`config.mk`:
```
export PLATFORM = sky130hd
export DESIGN_NAME = rvfi_nret_packer
export DESIGN_NICKNAME = d
export VERILOG_FILES = /design/src/rtl/rvfi_nret_packer.sv
export SDC_FILE = /design/constraint.sdc
export NUM_CORES = 2
export LEC_CHECK = 0
export CAP_MARGIN = 15
export CORE_AREA = 3 3 443 445
export DETAILED_ROUTE_END_ITERATION = 12
export DIE_AREA = 0 0 446 448
export PLACE_DENSITY = 0.42
export SETUP_SLACK_MARGIN = 0.05
export SLEW_MARGIN = 0
export SYNTH_ARGS = -nofsm -noshare
export SYNTH_HDL_FRONTEND = slang
export SYNTH_SLANG_ARGS = --single-unit
```
`constraint.sdc`:
```
create_clock -name clock -period 2 [get_ports clock]
set_clock_uncertainty 0.15 [all_clocks]
set_input_delay 0.4 -clock clock [delete_from_list [all_inputs] [get_ports clock]]
set_output_delay 0.4 -clock clock [all_outputs]
set_load 0.1 [all_outputs]
```
`src/rtl/rvfi_nret_packer.sv`:
```
// Packs a one-per-cycle RVFI retirement stream into NRET-lane groups, flushing early on trap, halt or idle timeout.
// Optional build macro RVFI_PACKER_ORDER_CHECK_EN adds a sticky order-sequence checker.
module rvfi_nret_packer #(
  parameter int NRET          = 2,
  parameter int XLEN          = 32,
  parameter int ILEN          = 32,
  parameter int FLUSH_TIMEOUT = 4,
  parameter int PKT_W         = 64 + ILEN + 3 + 2 + 2 + 5 + 5 + 2*XLEN + 5 + XLEN
                                + 2*XLEN + XLEN + 2*(XLEN/8) + 2*XLEN
) (
  input  logic                    clock,
  input  logic                    reset,
  input  logic                    in_valid,
  input  logic [PKT_W-1:0]        in_pkt,
  output logic [NRET-1:0]         out_valid,
  output logic [NRET*PKT_W-1:0]   out_pkt,
  output logic                    halted,
  output logic                    order_err
);

  localparam int ORD_LSB  = PKT_W - 64;
  localparam int TRAP_BIT = PKT_W - 65 - ILEN;
  localparam int HALT_BIT = TRAP_BIT - 1;
  localparam int FILL_W   = (NRET > 1) ? $clog2(NRET) : 1;
  localparam int IDLE_W   = $clog2(FLUSH_TIMEOUT + 1);

  typedef enum logic [1:0] {S_EMPTY, S_FILLING, S_HALTED} state_t;

  state_t              state_q, state_d;
  logic [FILL_W-1:0]   fill_q, fill_d;
  logic [IDLE_W-1:0]   idle_q, idle_d;
  logic [PKT_W-1:0]    lane_q [NRET];
  logic [PKT_W-1:0]    lane_d [NRET];
  logic [NRET-1:0]     out_valid_q, out_valid_d;
  logic [NRET*PKT_W-1:0] out_pkt_q, out_pkt_d;

  logic                accept;
  logic                is_event;
  logic                flush;
  logic [FILL_W:0]     flush_n;

  assign accept   = in_valid && (state_q != S_HALTED);
  assign is_event = in_pkt[TRAP_BIT] || in_pkt[HALT_BIT];

  always_comb begin
    state_d     = state_q;
    fill_d      = fill_q;
    idle_d      = idle_q;
    lane_d      = lane_q;
    out_valid_d = '0;
    out_pkt_d   = '0;
    flush       = 1'b0;
    flush_n     = '0;

    if (accept) begin
      lane_d[fill_q] = in_pkt;
      idle_d         = '0;
      if (fill_q == FILL_W'(NRET - 1) || is_event) begin
        flush   = 1'b1;
        flush_n = {1'b0, fill_q} + 1'b1;
        fill_d  = '0;
        state_d = in_pkt[HALT_BIT] ? S_HALTED : S_EMPTY;
      end else begin
        fill_d  = fill_q + 1'b1;
        state_d = S_FILLING;
      end
    end else if (state_q == S_FILLING) begin
      // idle_q counts completed idle cycles, so the FLUSH_TIMEOUT-th idle cycle flushes
      if (idle_q == IDLE_W'(FLUSH_TIMEOUT - 1)) begin
        flush   = 1'b1;
        flush_n = {1'b0, fill_q};
        fill_d  = '0;
        idle_d  = '0;
        state_d = S_EMPTY;
      end else begin
        idle_d = idle_q + 1'b1;
      end
    end

    if (flush) begin
      for (int i = 0; i < NRET; i++) begin
        if (i < int'(flush_n)) begin
          out_valid_d[i]               = 1'b1;
          out_pkt_d[i*PKT_W +: PKT_W]  = lane_d[i];
        end
      end
    end
  end

  always_ff @(posedge clock) begin
    if (reset) begin
      state_q     <= S_EMPTY;
      fill_q      <= '0;
      idle_q      <= '0;
      out_valid_q <= '0;
      out_pkt_q   <= '0;
      for (int i = 0; i < NRET; i++) lane_q[i] <= '0;
    end else begin
      state_q     <= state_d;
      fill_q      <= fill_d;
      idle_q      <= idle_d;
      out_valid_q <= out_valid_d;
      out_pkt_q   <= out_pkt_d;
      for (int i = 0; i < NRET; i++) lane_q[i] <= lane_d[i];
    end
  end

  assign out_valid = out_valid_q;
  assign out_pkt   = out_pkt_q;
  assign halted    = (state_q == S_HALTED);

`ifdef RVFI_PACKER_ORDER_CHECK_EN
  logic [63:0] exp_order_q, exp_order_d;
  logic        order_err_q, order_err_d;

  // Resync to the observed order after every accept so one gap flags only once
  always_comb begin
    exp_order_d = exp_order_q;
    order_err_d = order_err_q;
    if (accept) begin
      if (in_pkt[ORD_LSB +: 64] != exp_order_q) order_err_d = 1'b1;
      exp_order_d = in_pkt[ORD_LSB +: 64] + 64'd1;
    end
  end

  always_ff @(posedge clock) begin
    if (reset) begin
      exp_order_q <= '0;
      order_err_q <= 1'b0;
    end else begin
      exp_order_q <= exp_order_d;
      order_err_q <= order_err_d;
    end
  end

  assign order_err = order_err_q;
`else
  assign order_err = 1'b0;
`endif

endmodule

```
# After elaboration in Yosys (flattened, before gate mapping)
# Index checks and enable logic that the tools add are counted.
# totals
word_cells	58
in_bits	385
regBits	1536
out_inout_bits	768
# classes
n_bitwise	4
reduce_logical	11
n_addsub	3
muxes	24
n_lt_le_gt_ge	4
n_eq_ne	4
# ops
op	count
764-bit bitwise mux	1
764-bit 2-to-1 mux	1
382-bit demux with 1-bit select	1
382-bit 2-to-1 mux	1
2-bit 2-to-1 mux	7
1-bit 2-to-1 mux	12
3-bit OR reduction	2
1-bit by 2-bit < comparator with 1-bit output (first input constant)	2
2-bit nonzero test	2
2-bit OR reduction	2
3-bit by 1-bit adder with 3-bit output (second input constant)	1
3-bit by 2-bit equality test with 1-bit output (second input constant)	1
3-bit 2-to-1 mux	1
1-bit NOT	3
1-bit by 1-bit adder with 2-bit output (second input constant)	1
2-bit by 1-bit equality test with 1-bit output (second input constant)	1
2-bit equality test (second input constant)	1
2-bit greater-or-equal comparator (second input constant)	1
1-bit logical AND	2
1-bit logical OR	2
2-bit by 1-bit < comparator with 1-bit output (second input constant)	1
2-bit inequality test (second input constant)	1
1-bit NOT with 2-bit output	1
2-bit AND reduction	1
1-bit adder (second input constant)	1

# Longest topological paths before layout
# depth
word_depth	7
mapped_depth	7
mapped_depth_nobuf	4

# Least setup slack after synthesis
# Ideal clock, no wire load.
# synth_path
path_type	flip-flop to output port
start	reg state_q[0]
end	out halted
t_required_ns	1.450
path_buffers	3
path_slack_ns	-0.341
stages_incl_launch_ff	6
t_arrival_ns	1.791
path_cell_list	dfxtp_1 -> nand2b_1 -> inv_2 -> buf_2 -> buf_2 -> buf_1
# synth_via
elab_chain_len	1
# synth_rtl
element	line	text
from (decl)	29	state_t state_q, state_d;
from (signal assigned)	99	state_q <= state_d;
2-bit equality test	110	assign halted = (state_q == S_HALTED);
to (decl)	17	output logic halted,
# Every way passes these cells.

# Worst setup path after layout
# Same ends and word-level chain as after synthesis.

==> impl_metrics.env <==
export IMPL_synthMostInstantiatedCell="dfxtp_1"
export IMPL_die_h_um=448
export IMPL_worstMarginPinSlew_ps=674
export IMPL_drt_pass1_iterations=5
export IMPL_htreeDepth=4
export IMPL_maxSlewViolCount=0
export IMPL_slew_limit_headroom_pct=55.0
export IMPL_grt_pass1_wl_um=244000
export IMPL_dpl_cell_area_mm2=0.0596
export IMPL_wl_um=182000
export IMPL_cts_buffers=143
export IMPL_outcome="finished, violations left"
export IMPL_p_int_uw=42700
export IMPL_post_route_min_period_ps=2280
export IMPL_yosys_most_used_dff="dfxtp_1"
export IMPL_initial_utilization_pct=18.6
export IMPL_setup_ws_ps=-278
export IMPL_synth_seq_cells=1154
export IMPL_synth_top_area_share_pct=64.6
export IMPL_overflow=0
export IMPL_async_flop_share_pct=0
export IMPL_drv_cap=0
export IMPL_drc=0
export IMPL_hold_class="primary input to flip-flop"
export IMPL_syn_inst=3454
export IMPL_fmax_mhz=439
export IMPL_fin_area_mm2=0.0669
export IMPL_power_frac_clock_pct=44.1
export IMPL_grt_usage_pct=17.0
export IMPL_cts_tree="done"
export IMPL_syn_to_final_growth_pct=87.1
export IMPL_via_per_inst=4.26
export IMPL_wl_per_cell_um=24.5
export IMPL_port_buffers=1151
export IMPL_synth_cell_type_count=28
export IMPL_critical_path_class="flip-flop to primary output"
export IMPL_avgSynthCellArea_um2=10.3
export IMPL_dp_hpwl_um=134000
export IMPL_num_io_pins=1153
export IMPL_place_congestion=0.831
export IMPL_clockBufferDepth=3
export IMPL_start_kind="flip-flop"
export IMPL_failed_checks="negative setup slack"
export IMPL_ir_drop_uv=638
export IMPL_synth_net_count=3840
export IMPL_rsz0062_at_grt="true"
export IMPL_end_kind="primary output"
export IMPL_grt_max_degree=102
export IMPL_finalSetupViolations=689
export IMPL_powerDensity_mw_per_mm2=885
export IMPL_hold_viol=0
export IMPL_pwr_share_seq_pct=40.9
export IMPL_antenna_found_initial=24
export IMPL_swShare_pct=27.9
export IMPL_vias=31600
export IMPL_synth_top_cell_by_area="dfxtp_1"
export IMPL_die_area_mm2=0.200
export IMPL_r2r_slack_ps=-230
export IMPL_netlist_area_mm2=0.0357
export IMPL_die_width_um=446
export IMPL_ys_top_cells_by_area="dfxtp_1, a211oi_1, and2_1"
export IMPL_core_area_mm2=0.193
export IMPL_cp_max_fo=2
export IMPL_rows=161
export IMPL_clkTransAtPathRegs_ps=60
export IMPL_drtIter0Drc=1885
export IMPL_synth_commonest_cells="dfxtp_1, a21oi_1, o21ai_0"
export IMPL_synth_edf_count=0
export IMPL_synth_warning_count=0
export IMPL_synth_seq_area_share_pct=64.6
export IMPL_critPathRequiredTime_ps=1450
export IMPL_first_global_vias=31400
export IMPL_p_switching_uw=16500
export IMPL_p_comb_share_pct=15.0
export IMPL_fin_crit_sh_pct=114
export IMPL_power_leakage_uw=0.0249
export IMPL_clk_latency_ps=790
export IMPL_nets=5154
export IMPL_crit_arrival_ps=1730
export IMPL_cts_root_buf="clkbuf_16"
export IMPL_whs_ps=86.4
export IMPL_antenna_left=0
export IMPL_drive_above_1_share_pct=32.6
export IMPL_cts_sinks=1154
through the flow:
step                      utilization [%]  power [uW]  cells  worst slack, ps  setup TNS (ps)
final                                34.7       59200   7419             -278          -61120
after global routing                 34.7       61400   7414             -383         -137640
after CTS                            34.1       59800   7370             -408          -45920
after detailed placement             31.0       33100   7038             -654         -507760
after global placement               31.0       33100   7038             -693         -502520
after floorplan                         -       28700   3454              111               0
cells in the final DEF (no fill, tap or decap), types with 4 or more instances in the layout:
cell             synthesis  final
dfxtp_1               1154    931
buf_12                   0    838
a21oi_1                387    387
clkdlybuf4s50_1          0    383
nand3_1                382    382
o21ai_0                383    382
and2_1                 382    382
a211oi_1               382    332
dfxtp_2                  0    192
buf_4                    1    187
clkbuf_16                0    167
dlygate4sd3_1            0     58
a211oi_2                 0     49
clkbuf_8                 0     40
clkbuf_1               283     38
dfxtp_4                  0     31
buf_16                   0     13
clkinv_2                 0     11
diode_2                  0     10
buf_8                    0     10
buf_6                    0     10
inv_6                    0      6
clkinv_8                 0      6
bufbuf_16                0      5
clkinv_4                 0      4
bufinv_16                0      4
repair_timing:
action	CTS	global route
endpoints found under the setup margin	1077	1583
resized for setup	275	91
pin swaps	0	1
hold buffers	58	0
cloned	6	25
endpoints found under the hold margin	96	0
buffers inserted	8	14
power by group through the flow:
stage                     sequential (uW)  clock, uW  combinational, uW
after detailed placement            24700          0               8410
after floorplan                     26800          0               1940
after global routing                24200      27800               9320
final                               24200      26100               8900
after CTS                           24200      26900               8630
after global placement              24700          0               8380
registers in the layout, summed over array words and instances, names as in the netlist:
name and flops:
out_valid 2, fill_q 1, idle_q 3, lane_q 382, state_q 2, out_pkt 764
cells by family (layout without fill, tap and decap cells):
family	after synthesis	in the layout	synth area share (%)
AO/OA/AOI/OAI	1159	1159	19.0
adder cells (fa/ha/maj)	1	1	0.0350
buffers and inverters	360	1789	3.98
flip-flops	1154	1154	64.6
other	1	11	0.0105
AND/OR/NAND/NOR	779	779	12.3
area by class of cell:
class / instances / area, um2
diodes: 10 / 25.0
well taps: 2526 / 3160
flip-flops and latches: 1154 / 23500
fillers: 18900 / 126000
clock inverters: 36 / 424
clock buffers: 224 / 4350
multi-input cells: 1940 / 11500
inverters: 4 / 27.5
repair buffers: 1525 / 23900
path summary, 6_finish.rpt:
kind,start,to,cells past startpoint
setup / recovery,state_q[0],halted,5
hold reg to reg,idle_q[1],idle_q[1],2
hold / removal,in_pkt[370],out_pkt[752],2
setup reg to reg,state_q[0],out_pkt[358],10
worst max-delay path, cell delays in order (launching register included):
cell and delay (ps):
dfxtp_2 320, nand2b_4 170, inv_12 40, buf_16 120, buf_12 130, buf_12 160
routing by layer:
layer	up-vias	routed length [um]	GRT usage (%)
met2	1006	93000	30.0
met3	236	12200	5.33
li1	14900	-	-
met4	8	5450	5.67
met1	15500	71200	19.4
met5	-	48	0
No activity file was read; power rests on OpenSTA's default activity.
